===== src/rtl/mastermind_vga_pipe.sv =====
// mastermind_vga_pipe: pipelined Mastermind board renderer.
// Converts the beam position (bright, hCount, vCount) into 12-bit RGB. The
// peg grid and the feedback pips are drawn from per-frame shadow copies of
// the board state. Output latency is exactly 3 clk.
// Optional feature macro: FEEDBACK_PIPS_EN (feedback pip column).
module mastermind_vga_pipe #(
    parameter int ROWS       = 6,
    parameter int COLS       = 4,
    parameter int CBITS      = 3,
    parameter int SLOT_W     = 48,
    parameter int SLOT_H     = 48,
    parameter int MARGIN     = 16,
    parameter int X0         = 64,
    parameter int Y0         = 32,
    parameter int RADIUS     = 16,
    parameter int V_ACTIVE   = 480,
    parameter int BLINK_LOG2 = 5,
    localparam int FBW       = $clog2(COLS + 1),
    localparam int GW        = (ROWS > 1) ? $clog2(ROWS) : 1
) (
    input  logic                        clk,
    input  logic                        rst_n,
    input  logic                        bright,
    input  logic [9:0]                  hCount,
    input  logic [9:0]                  vCount,
    input  logic [ROWS*COLS*CBITS-1:0]  board,
    input  logic [ROWS*FBW-1:0]         fb_exact,
    input  logic [ROWS*FBW-1:0]         fb_part,
    input  logic [GW-1:0]               guess_num,
    input  logic                        q_Input,
    output logic [3:0]                  vgaR,
    output logic [3:0]                  vgaG,
    output logic [3:0]                  vgaB
);

    localparam int PITCH_X = SLOT_W + MARGIN;
    localparam int PITCH_Y = SLOT_H + MARGIN;
    localparam int BIDX_W  = (ROWS * COLS * CBITS > 1) ? $clog2(ROWS * COLS * CBITS) : 1;

    localparam logic [10:0] X0_C    = 11'(X0);
    localparam logic [10:0] X_END_C = 11'(X0 + COLS * PITCH_X);
    localparam logic [10:0] Y0_C    = 11'(Y0);
    localparam logic [10:0] Y_END_C = 11'(Y0 + ROWS * PITCH_Y);
    localparam logic [10:0] PX_C    = 11'(PITCH_X);
    localparam logic [10:0] PY_C    = 11'(PITCH_Y);
    localparam logic [10:0] SW_C    = 11'(SLOT_W);
    localparam logic [10:0] SH_C    = 11'(SLOT_H);
    localparam logic [10:0] SW2_C   = 11'(SLOT_W - 2);
    localparam logic [10:0] SH2_C   = 11'(SLOT_H - 2);
    localparam logic [9:0]  VACT_C  = 10'(V_ACTIVE);

    localparam logic signed [23:0] HALF_W_C = 24'(SLOT_W / 2);
    localparam logic signed [23:0] HALF_H_C = 24'(SLOT_H / 2);
    localparam logic signed [23:0] RAD2_C   = 24'(RADIUS * RADIUS);

    localparam logic [11:0] C_BLACK = 12'h000;
    localparam logic [11:0] C_WHITE = 12'hFFF;
    localparam logic [11:0] C_GREY  = 12'h888;
    localparam logic [11:0] C_RED   = 12'hF00;
    localparam logic [11:0] C_DIM   = 12'h444;

    // Peg code to 12-bit colour; empty and undefined codes render grey.
    function automatic logic [11:0] peg_colour(input logic [CBITS-1:0] code);
        logic [11:0] c;
        case (32'(code))
            32'd1:   c = 12'h00F;
            32'd2:   c = 12'h0F0;
            32'd3:   c = 12'h0FF;
            32'd4:   c = 12'hF00;
            32'd5:   c = 12'hFF0;
            32'd6:   c = 12'hF0F;
            default: c = C_GREY;
        endcase
        return c;
    endfunction

    // ---------------- shadow state ----------------
    logic                       snap_s;
    logic [ROWS*COLS*CBITS-1:0] sh_board_r;
    logic [GW-1:0]              sh_guess_r;
    logic                       sh_q_r;
    logic [BLINK_LOG2-1:0]      frame_cnt_r;

    assign snap_s = (vCount == VACT_C) && (hCount == 10'd0);

    // Capture board state once per frame on the first invisible line and advance the blink counter.
    always_ff @(posedge clk or negedge rst_n) begin
        if (!rst_n) begin
            sh_board_r  <= {(ROWS*COLS*CBITS){1'b0}};
            sh_guess_r  <= {GW{1'b0}};
            sh_q_r      <= 1'b0;
            frame_cnt_r <= {BLINK_LOG2{1'b0}};
        end else if (snap_s) begin
            sh_board_r  <= board;
            sh_guess_r  <= guess_num;
            sh_q_r      <= q_Input;
            frame_cnt_r <= frame_cnt_r + {{(BLINK_LOG2-1){1'b0}}, 1'b1};
        end else begin
            sh_board_r  <= sh_board_r;
            sh_guess_r  <= sh_guess_r;
            sh_q_r      <= sh_q_r;
            frame_cnt_r <= frame_cnt_r;
        end
    end

`ifdef FEEDBACK_PIPS_EN
    localparam int FIDX_W = (ROWS * FBW > 1) ? $clog2(ROWS * FBW) : 1;
    localparam logic [10:0] FB_X_C   = 11'(X0 + COLS * PITCH_X);
    localparam logic [10:0] FB_END_C = 11'(X0 + COLS * PITCH_X + 12 * COLS);
    localparam logic [10:0] PIP_P_C  = 11'd12;
    localparam logic [10:0] PIP_W_C  = 11'd8;
    localparam logic [10:0] PIP_Y0_C = 11'd20;
    localparam logic [10:0] PIP_Y1_C = 11'd28;
    localparam logic [FBW-1:0] COLS_F_C = FBW'(COLS);
    localparam logic [FBW:0]   COLS_S_C = (FBW+1)'(COLS);

    logic [ROWS*FBW-1:0] sh_exact_r;
    logic [ROWS*FBW-1:0] sh_part_r;

    // Feedback counts share the per-frame snapshot with the board.
    always_ff @(posedge clk or negedge rst_n) begin
        if (!rst_n) begin
            sh_exact_r <= {(ROWS*FBW){1'b0}};
            sh_part_r  <= {(ROWS*FBW){1'b0}};
        end else if (snap_s) begin
            sh_exact_r <= fb_exact;
            sh_part_r  <= fb_part;
        end else begin
            sh_exact_r <= sh_exact_r;
            sh_part_r  <= sh_part_r;
        end
    end
`else
    logic unused_fb_s;
    assign unused_fb_s = ^{fb_exact, fb_part};
`endif

    // ---------------- stage 1: grid hit test ----------------
    logic [10:0] hx_s, vy_s, x_off_s, y_off_s;
    logic [10:0] col_s, row_s, dx_s, dy_s;
    logic        in_x_s, in_y_s, in_cell_s;

    logic        bright_1_r, in_cell_1_r;
    logic [10:0] col_1_r, row_1_r, dx_1_r, dy_1_r;

    // Locate the beam in the cell grid: cell indices and offsets inside the cell.
    always_comb begin
        hx_s    = {1'b0, hCount};
        vy_s    = {1'b0, vCount};
        x_off_s = hx_s - X0_C;
        y_off_s = vy_s - Y0_C;
        in_x_s  = (hx_s >= X0_C) && (hx_s < X_END_C);
        in_y_s  = (vy_s >= Y0_C) && (vy_s < Y_END_C);
        dx_s    = x_off_s % PX_C;
        dy_s    = y_off_s % PY_C;
        if (in_x_s) begin
            col_s = x_off_s / PX_C;
        end else begin
            col_s = 11'd0;
        end
        if (in_y_s) begin
            row_s = y_off_s / PY_C;
        end else begin
            row_s = 11'd0;
        end
        in_cell_s = in_x_s && in_y_s && (dx_s < SW_C) && (dy_s < SH_C);
    end

`ifdef FEEDBACK_PIPS_EN
    logic [10:0] fx_off_s, pip_s, pip_mod_s;
    logic        pip_box_s;
    logic [10:0] pip_1_r;
    logic        pip_box_1_r;

    // Pip-column hit test: which pip slot and whether the beam is inside its square.
    always_comb begin
        fx_off_s  = hx_s - FB_X_C;
        pip_s     = fx_off_s / PIP_P_C;
        pip_mod_s = fx_off_s % PIP_P_C;
        if ((hx_s >= FB_X_C) && (hx_s < FB_END_C) && in_y_s) begin
            pip_box_s = (pip_mod_s < PIP_W_C) && (dy_s >= PIP_Y0_C) && (dy_s < PIP_Y1_C);
        end else begin
            pip_box_s = 1'b0;
        end
    end

    // Stage-1 pip registers.
    always_ff @(posedge clk or negedge rst_n) begin
        if (!rst_n) begin
            pip_1_r     <= 11'd0;
            pip_box_1_r <= 1'b0;
        end else begin
            pip_1_r     <= pip_s;
            pip_box_1_r <= pip_box_s;
        end
    end
`endif

    // Stage-1 registers: qualifier and cell geometry.
    always_ff @(posedge clk or negedge rst_n) begin
        if (!rst_n) begin
            bright_1_r  <= 1'b0;
            in_cell_1_r <= 1'b0;
            col_1_r     <= 11'd0;
            row_1_r     <= 11'd0;
            dx_1_r      <= 11'd0;
            dy_1_r      <= 11'd0;
        end else begin
            bright_1_r  <= bright;
            in_cell_1_r <= in_cell_s;
            col_1_r     <= col_s;
            row_1_r     <= row_s;
            dx_1_r      <= dx_s;
            dy_1_r      <= dy_s;
        end
    end

    // ---------------- stage 2: peg circle, cursor, fetch ----------------
    logic signed [23:0] ddx_s, ddy_s, dist2_s;
    logic               peg_hit_s, border_s, cursor_row_s;
    logic [BIDX_W-1:0]  bidx_s;
    logic [CBITS-1:0]   code_s;

    logic               bright_2_r, in_cell_2_r, peg_hit_2_r, cursor_2_r;
    logic [CBITS-1:0]   code_2_r;

    // Circle test against the cell centre, peg-code fetch and cursor border detection.
    always_comb begin
        ddx_s     = $signed({13'd0, dx_1_r}) - HALF_W_C;
        ddy_s     = $signed({13'd0, dy_1_r}) - HALF_H_C;
        dist2_s   = (ddx_s * ddx_s) + (ddy_s * ddy_s);
        peg_hit_s = (dist2_s <= RAD2_C);
        bidx_s    = BIDX_W'((int'(row_1_r) * COLS + int'(col_1_r)) * CBITS);
        if (in_cell_1_r) begin
            code_s = sh_board_r[bidx_s +: CBITS];
        end else begin
            code_s = {CBITS{1'b0}};
        end
        border_s = (dx_1_r < 11'd2) || (dx_1_r >= SW2_C) ||
                   (dy_1_r < 11'd2) || (dy_1_r >= SH2_C);
        if ((int'(sh_guess_r) < ROWS) && sh_q_r && !frame_cnt_r[BLINK_LOG2-1]) begin
            cursor_row_s = (int'(row_1_r) == int'(sh_guess_r));
        end else begin
            cursor_row_s = 1'b0;
        end
    end

    // Stage-2 registers.
    always_ff @(posedge clk or negedge rst_n) begin
        if (!rst_n) begin
            bright_2_r  <= 1'b0;
            in_cell_2_r <= 1'b0;
            peg_hit_2_r <= 1'b0;
            cursor_2_r  <= 1'b0;
            code_2_r    <= {CBITS{1'b0}};
        end else begin
            bright_2_r  <= bright_1_r;
            in_cell_2_r <= in_cell_1_r;
            peg_hit_2_r <= peg_hit_s;
            cursor_2_r  <= cursor_row_s && border_s;
            code_2_r    <= code_s;
        end
    end

`ifdef FEEDBACK_PIPS_EN
    logic [FIDX_W-1:0] fidx_s;
    logic [FBW-1:0]    ex_s, pt_s, ex_sat_s;
    logic [FBW:0]      sum_s, lim_s;
    logic [1:0]        pip_cls_s;
    logic [1:0]        pip_cls_2_r;

    // Classify the pip: 0 none, 1 exact (red), 2 partial (white), 3 miss (dim).
    always_comb begin
        fidx_s = FIDX_W'(int'(row_1_r) * FBW);
        ex_s   = sh_exact_r[fidx_s +: FBW];
        pt_s   = sh_part_r[fidx_s +: FBW];
        sum_s  = {1'b0, ex_s} + {1'b0, pt_s};
        if (ex_s > COLS_F_C) begin
            ex_sat_s = COLS_F_C;
        end else begin
            ex_sat_s = ex_s;
        end
        if (sum_s > COLS_S_C) begin
            lim_s = COLS_S_C;
        end else begin
            lim_s = sum_s;
        end
        if (!pip_box_1_r || (int'(row_1_r) >= int'(sh_guess_r))) begin
            pip_cls_s = 2'd0;
        end else if (int'(pip_1_r) < int'(ex_sat_s)) begin
            pip_cls_s = 2'd1;
        end else if (int'(pip_1_r) < int'(lim_s)) begin
            pip_cls_s = 2'd2;
        end else begin
            pip_cls_s = 2'd3;
        end
    end

    // Stage-2 pip class register.
    always_ff @(posedge clk or negedge rst_n) begin
        if (!rst_n) begin
            pip_cls_2_r <= 2'd0;
        end else begin
            pip_cls_2_r <= pip_cls_s;
        end
    end
`endif

    // ---------------- stage 3: colour select ----------------
    logic [11:0] colour_s;
    logic [11:0] rgb_r;

    // Final colour priority: blanking, peg, cursor border, feedback pip, background.
    always_comb begin
        colour_s = C_BLACK;
        if (!bright_2_r) begin
            colour_s = C_BLACK;
        end else if (in_cell_2_r) begin
            if (peg_hit_2_r) begin
                colour_s = peg_colour(code_2_r);
            end else if (cursor_2_r) begin
                colour_s = C_WHITE;
            end else begin
                colour_s = C_BLACK;
            end
        end else begin
`ifdef FEEDBACK_PIPS_EN
            case (pip_cls_2_r)
                2'd1:    colour_s = C_RED;
                2'd2:    colour_s = C_WHITE;
                2'd3:    colour_s = C_DIM;
                default: colour_s = C_BLACK;
            endcase
`else
            colour_s = C_BLACK;
`endif
        end
    end

    // Registered RGB outputs.
    always_ff @(posedge clk or negedge rst_n) begin
        if (!rst_n) begin
            rgb_r <= 12'h000;
        end else begin
            rgb_r <= colour_s;
        end
    end

    assign vgaR = rgb_r[11:8];
    assign vgaG = rgb_r[7:4];
    assign vgaB = rgb_r[3:0];

endmodule

===== config.mk =====
export PLATFORM = sky130hd
export DESIGN_NAME = mastermind_vga_pipe
export DESIGN_NICKNAME = d
export VERILOG_FILES = /design/src/rtl/mastermind_vga_pipe.sv
export SDC_FILE = /design/constraint.sdc
export NUM_CORES = 1
export LEC_CHECK = 0
export BUFFER_PORTS_ARGS = -buffer_cell sky130_fd_sc_hd__buf_4
export CAP_MARGIN = 5
export CORE_UTILIZATION = 53
export DETAILED_ROUTE_END_ITERATION = 10
export GPL_TIMING_DRIVEN = 0
export PLACE_DENSITY = 0.78
export SYNTH_ARGS = -nofsm -noshare
export SYNTH_HDL_FRONTEND = slang
export SYNTH_SLANG_ARGS = --single-unit

===== constraint.sdc =====
create_clock -name clk -period 6.2 [get_ports clk]
set_input_delay 0.62 -clock clk [delete_from_list [all_inputs] [get_ports clk]]
set_output_delay 0.62 -clock clk [all_outputs]
set_load 0.02 [all_outputs]

# Word level (Yosys, flattened, before mapping)
# Index checks and enable logic that the tools add are counted.
# totals
regBits	136
in_bits	135
# op_classes
addsub	7
multipliers	3
order_cmp	12
eq_ne	8
shift	1
mux	9
n_reduce_logical	14
# op_table
op	count
case mux 12 bit (6 select lines)	1
indexed part select 72 x 8 -> 3 bit	1
two-way mux 12 bit	4
multiplier 7 x 7 -> 14 bit	2
less-than comparator 10 x 9 -> 1 bit, second input constant	2
adder 14 x 14 -> 15 bit	1
<= comparator 15 x 10 -> 1 bit, second input constant	1
adder 13 x 11 -> 14 bit	1
multiplier 14 x 2 -> 7 bit, second input constant	1
subtractor 6 x 5 -> 7 bit, second input constant	2
greater-or-equal comparator 6 bit, second input constant	2
less-than comparator 6 x 2 -> 1 bit, second input constant	2
less-than comparator 6 bit, second input constant	2
== test 11 x 4 -> 1 bit	1
subtractor 10 x 6 -> 11 bit, second input constant	1
subtractor 10 x 7 -> 11 bit, second input constant	1
== test 10 x 9 -> 1 bit, second input constant	1
greater-or-equal comparator 10 x 6 -> 1 bit, second input constant	1
greater-or-equal comparator 10 x 7 -> 1 bit, second input constant	1
zero test 10 bit	1
two-way mux 5 bit	2
== test 3 bit, second input constant	3
logical AND 1 bit	9
== test 3 x 2 -> 1 bit, second input constant	2
other kinds (7)	9

# Longest topological paths before layout
# logic_depth
ltp_word	5
depth_mapped	24
ltp_nobuf	23

# Least setup slack after synthesis
# Ideal clock, no wire load.
# synth_path
kind	register to register
from	register dy_1_r[4]
to	register peg_hit_2_r
arrival_time_ps	5838
required_ps	6080
path_slack_ps	242
stages_incl_launch_ff	21
n_path_buf	0
synth_period_minus_slack_ps	5958
cell_sequence	dfrtp_1 > ha_1 > xnor2_1 > and2_1 > inv_1 > fa_1 > fa_1 > inv_1 > fa_1 > inv_1 > fa_1 > fa_1 > inv_1 > fa_1 > ha_1 > o21ai_0 > o21bai_1 > o41ai_1 > xnor2_1 > a21oi_1 > a41o_1
# synth_via
elab_chain_len	4
# synth_rtl
item	line_no	text
start: declaration	144	logic [10:0] col_1_r, row_1_r, dx_1_r, dy_1_r;
start signal: assignment	214	dy_1_r <= dy_s;
subtractor 6 x 5 -> 7 bit	230	ddy_s = $signed({13'd0, dy_1_r}) - HALF_H_C;
multiplier 7 x 7 -> 14 bit	231	dist2_s = (ddx_s * ddx_s) + (ddy_s * ddy_s);
adder 14 x 14 -> 15 bit	231	
<= comparator 15 x 10 -> 1 bit	232	peg_hit_s = (dist2_s <= RAD2_C);
net peg_hit_s	220	logic peg_hit_s, border_s, cursor_row_s;
end signal: assignment	259	peg_hit_2_r <= peg_hit_s;
end: declaration	224	logic bright_2_r, in_cell_2_r, peg_hit_2_r, cursor_2_r;
# The timed path passes the listed nets, and every way through them passes these cells.
# A chain may end at the register's enable or synchronous reset.

# Worst setup path in the final report
# layout_path
from	register dx_1_r[3]
to	register peg_hit_2_r
# layout_via
elab_chain_len	4
# layout_rtl
item	line_no	text
start: declaration	144	
start signal: assignment	213	dx_1_r <= dx_s;
subtractor 6 x 5 -> 7 bit	229	ddx_s = $signed({13'd0, dx_1_r}) - HALF_W_C;
multiplier 7 x 7 -> 14 bit	231	
adder 14 x 14 -> 15 bit	231	
<= comparator 15 x 10 -> 1 bit	232	
net peg_hit_s	220	
# The timed path passes the listed nets, and every way through them passes these cells.

==> flow_summary.json <==
{
  "holdWs_ns": 0.1066,
  "start_util": 0.5439,
  "timing.rr.end": "peg_hit_2_r$_DFF_PN0_",
  "vdd_drop_max_uv": 499.2,
  "synth_fa_ha_area_frac": 0.2545,
  "crit_buf_inv": 5,
  "syn-num-nets": 1163,
  "p_comb_frac": 0.666,
  "max-cap-violations": 0,
  "post-route-min-period_ns": 6.014,
  "num_antenna_cells": 0,
  "synth_cell_type_count": 56,
  "clockBufferDepth": 2,
  "min_path_type": "primary input to asynchronous set/reset pin",
  "avgSynthCellArea_um2": 11.67,
  "syn_inst": 875,
  "power_density_mw_per_mm2": 441.9,
  "finClkSkew_ns": 0.007144,
  "drive_above_1_share": 0.3537,
  "first_pass_iters": 5,
  "worst-path-max-fanout": 7,
  "ys_ff_latch": 118,
  "ys.flop_type": "dfrtp_1",
  "fin_ws_ns": 0.1858,
  "yosys_warnings": 0,
  "clock_power_share": 0.185,
  "cts_tree": "built",
  "finalHoldViolations": 0,
  "synth.area.top_cells": "dfrtp_1, fa_1, mux4_2",
  "startpoint_type": "flop",
  "async_flop_share": 1.000,
  "setup_viol": 0,
  "post-place-ws_ns": -0.5085,
  "grt_overflow": 0,
  "arrival_ns": 6.34,
  "p_sw_frac": 0.4305,
  "timing.final.crit_share": 0.9700,
  "critPathTopFamily": "adder cells",
  "switching_power_mw": 2.336,
  "viasPerCell": 5.727,
  "synth-edff-count": 0,
  "slew_violations": 0,
  "design_area_mm2": 0.01228,
  "synth_top_cell_by_area": "dfrtp_1",
  "reg2reg_from": "dx_1_r[3]$_DFF_PN0_",
  "io_buffers": 110,
  "insertion_delay_ns": 0.42,
  "rows": 50,
  "synthMuxAreaShare": 0.2286,
  "dr_total_vias": 7233,
  "grt_max_degree": 80,
  "track_usage": 0.2565,
  "required_ns": 6.52,
  "clockRootBuffer": "clkbuf_16",
  "slowest_delay_ns": 0.58,
  "antenna_found_initial": 0,
  "clkTransAtPathRegs_ns": 0.06,
  "area_delta_synth_final_pct": 20.31,
  "status": "completed",
  "synth_commonest_cells": "inv_1, dfrtp_1, fa_1",
  "synth_top_area_frac": 0.2893,
  "ant_nets": 0,
  "place_area_mm2": 0.01136,
  "seq_area_frac_synth": 0.2893,
  "crit_path_end_kind": "flop",
  "seqPwrFrac": 0.149,
  "first_global_vias": 7549,
  "routed_wl_mm": 23.51,
  "dp_hpwl_mm": 17.64,
  "wl_per_cell_um": 18.62,
  "yosysMostFrequentCell": "inv_1",
  "fill_cells": 1399,
  "p_leak_nw": 6.014,
  "cts_made_buffers": 17,
  "cp_cell_sequence": "inv_1 -> ha_4 -> nor2_1 -> ha_1 -> a21oi_2 -> fa_1 -> fa_1 -> inv_1 -> fa_1 -> inv_1 -> fa_1 -> inv_1 -> ha_1 -> inv_1 -> fa_1 -> or4b_2 -> nor4_1 -> o21ai_0 -> a21oi_1 -> a41o_1",
  "fin_nets": 1305,
  "synth_compound_area_frac": 0.04082,
  "cts_hold_buf": 0,
  "htreeDepth": 4,
  "crit_type": "flop to flop",
  "power.internal_mw": 3.091,
  "synthXorXnorAreaFrac": 0.03408,
  "fmaxAchievable_ghz": 0.1663,
  "die_width_um": 140.8,
  "place_congestion": 0.8969,
  "first_iter_violations": 577,
  "syn_area_mm2": 0.01021,
  "yosys.area_share.simple": 0.08286,
  "die_area_mm2": 0.01982,
  "synth_top_family_by_area": "adder cells",
  "clock_sinks": 118,
  "core_mm2": 0.01877,
  "slew_headroom": 0.2544,
  "r2r_cells": 20,
  "cp_slowest_cell": "or4b_2",
  "die_h_um": 140.8,
  "grt_pass1_wl_mm": 39.06,
  "ff2ff_setup_slack_ns": 0.19,
  "drc_errors": 0,
  "tightest_slew_ns": 1.115,
  "pin_count": 147
}
power by group through the flow:
stage / Combinational, mW / Sequential [mW] / Clock, mW
finish: 3.61 / 0.809 / 1.00
global route: 4.09 / 0.811 / 1.05
CTS: 3.48 / 0.806 / 1.01
detailed placement: 3.26 / 0.819 / 0
global placement: 3.17 / 0.819 / 0
floorplan: 2.51 / 0.815 / 0
cell families after synthesis:
logic type | count (synthesis)
AOI/OAI and AO/OA | 65
xor gates and xnor gates | 38
adders and majority gates | 153
buffers and inverters | 178
DFF | 118
muxes | 148
and+or+nand+nor | 175
cell usage in the layout, fill, tap and decap left out, types with 4 or more instances in the layout:
cell type,instances
a21o_1,4
a21oi_1,19
a21oi_2,4
and2_1,10
buf_2,18
buf_4,126
clkbuf_1,5
clkbuf_16,17
clkinv_2,4
clkinvlp_4,6
dfrtp_1,114
dfrtp_2,4
fa_1,91
ha_1,55
ha_2,4
inv_1,138
inv_2,4
mux2_2,78
mux2i_1,10
mux4_2,59
nand2_1,64
nand2b_1,7
nand3_1,5
nand4_1,5
nor2_1,44
nor2b_1,12
nor4_1,4
o21ai_0,9
xnor2_1,25
xor2_1,9
state kept, by name (all words and copies together), names as in the netlist:
name and cells:
bright_1_r 1, bright_2_r 1, code_2_r 3, col_1_r 5, cursor_2_r 1, dx_1_r 6
dy_1_r 6, frame_cnt_r 5, in_cell_1_r 1, in_cell_2_r 1, peg_hit_2_r 1, rgb_r 6
row_1_r 5, sh_board_r 72, sh_guess_r 3, sh_q_r 1
worst max-delay path by stage:
| stage | from | end | slack, ns | cells after the start |
|---|---|---|---|---|
| final | dx_1_r[3]$_DFF_PN0_ | peg_hit_2_r$_DFF_PN0_ | 0.19 | 20 |
| after global routing | dy_1_r[5]$_DFF_PN0_ | peg_hit_2_r$_DFF_PN0_ | -0.01 | 19 |
| after CTS | dx_1_r[3]$_DFF_PN0_ | peg_hit_2_r$_DFF_PN0_ | 0.008 | 20 |
| after detailed placement | dy_1_r[3]$_DFF_PN0_ | peg_hit_2_r$_DFF_PN0_ | -0.51 | 21 |
| after global placement | dy_1_r[3]$_DFF_PN0_ | peg_hit_2_r$_DFF_PN0_ | -0.45 | 21 |
| after floorplan | dy_1_r[4]$_DFF_PN0_ | peg_hit_2_r$_DFF_PN0_ | 0.24 | 20 |
area by class of cell:
cell class / count / area (um2) / area share
Tap cell: 234 / 292.8 / 0.02384
Clock buffer: 18 / 439.2 / 0.03576
Sequential cell: 118 / 2958 / 0.2409
Inverter: 144 / 548.0 / 0.04463
Buffer: 33 / 180.2 / 0.01467
Timing Repair Buffer: 124 / 964.7 / 0.07855
Multi-Input combinational cell: 579 / 6740 / 0.5489
Clock inverter: 13 / 157.7 / 0.01284
stage by stage:
step,TNS [ns],std cells,total power [mW],utilization
floorplan,0,875,3.328,-
global placement,-0.4459,1219,3.985,0.6035
detailed placement,-0.5085,1220,4.079,0.6051
CTS,0,1258,5.299,0.6462
global route,-0.01258,1263,5.947,0.6543
finish,0,1263,5.427,0.6543
timing repair:
action | in CTS | in global routing
buffers inserted | 7 | 6
resized for setup | 22 | 28
pin swaps | 2 | 11
setup endpoints to repair | 1 | 1
layer usage:
| metal | GRT usage | part of all wire | vias to the layer above | routed length [um] |
|---|---|---|---|---|
| li1 | - | - | 3246 | - |
| met1 | 0.3703 | 0.45 | 3601 | 10480 |
| met2 | 0.3875 | 0.46 | 333 | 10830 |
| met3 | 0.05740 | 0.068 | 53 | 1592 |
| met4 | 0.08238 | 0.026 | 0 | 612 |
| met5 | 0 | 0 | - | 0 |
(Power assumes the default switching activity.)
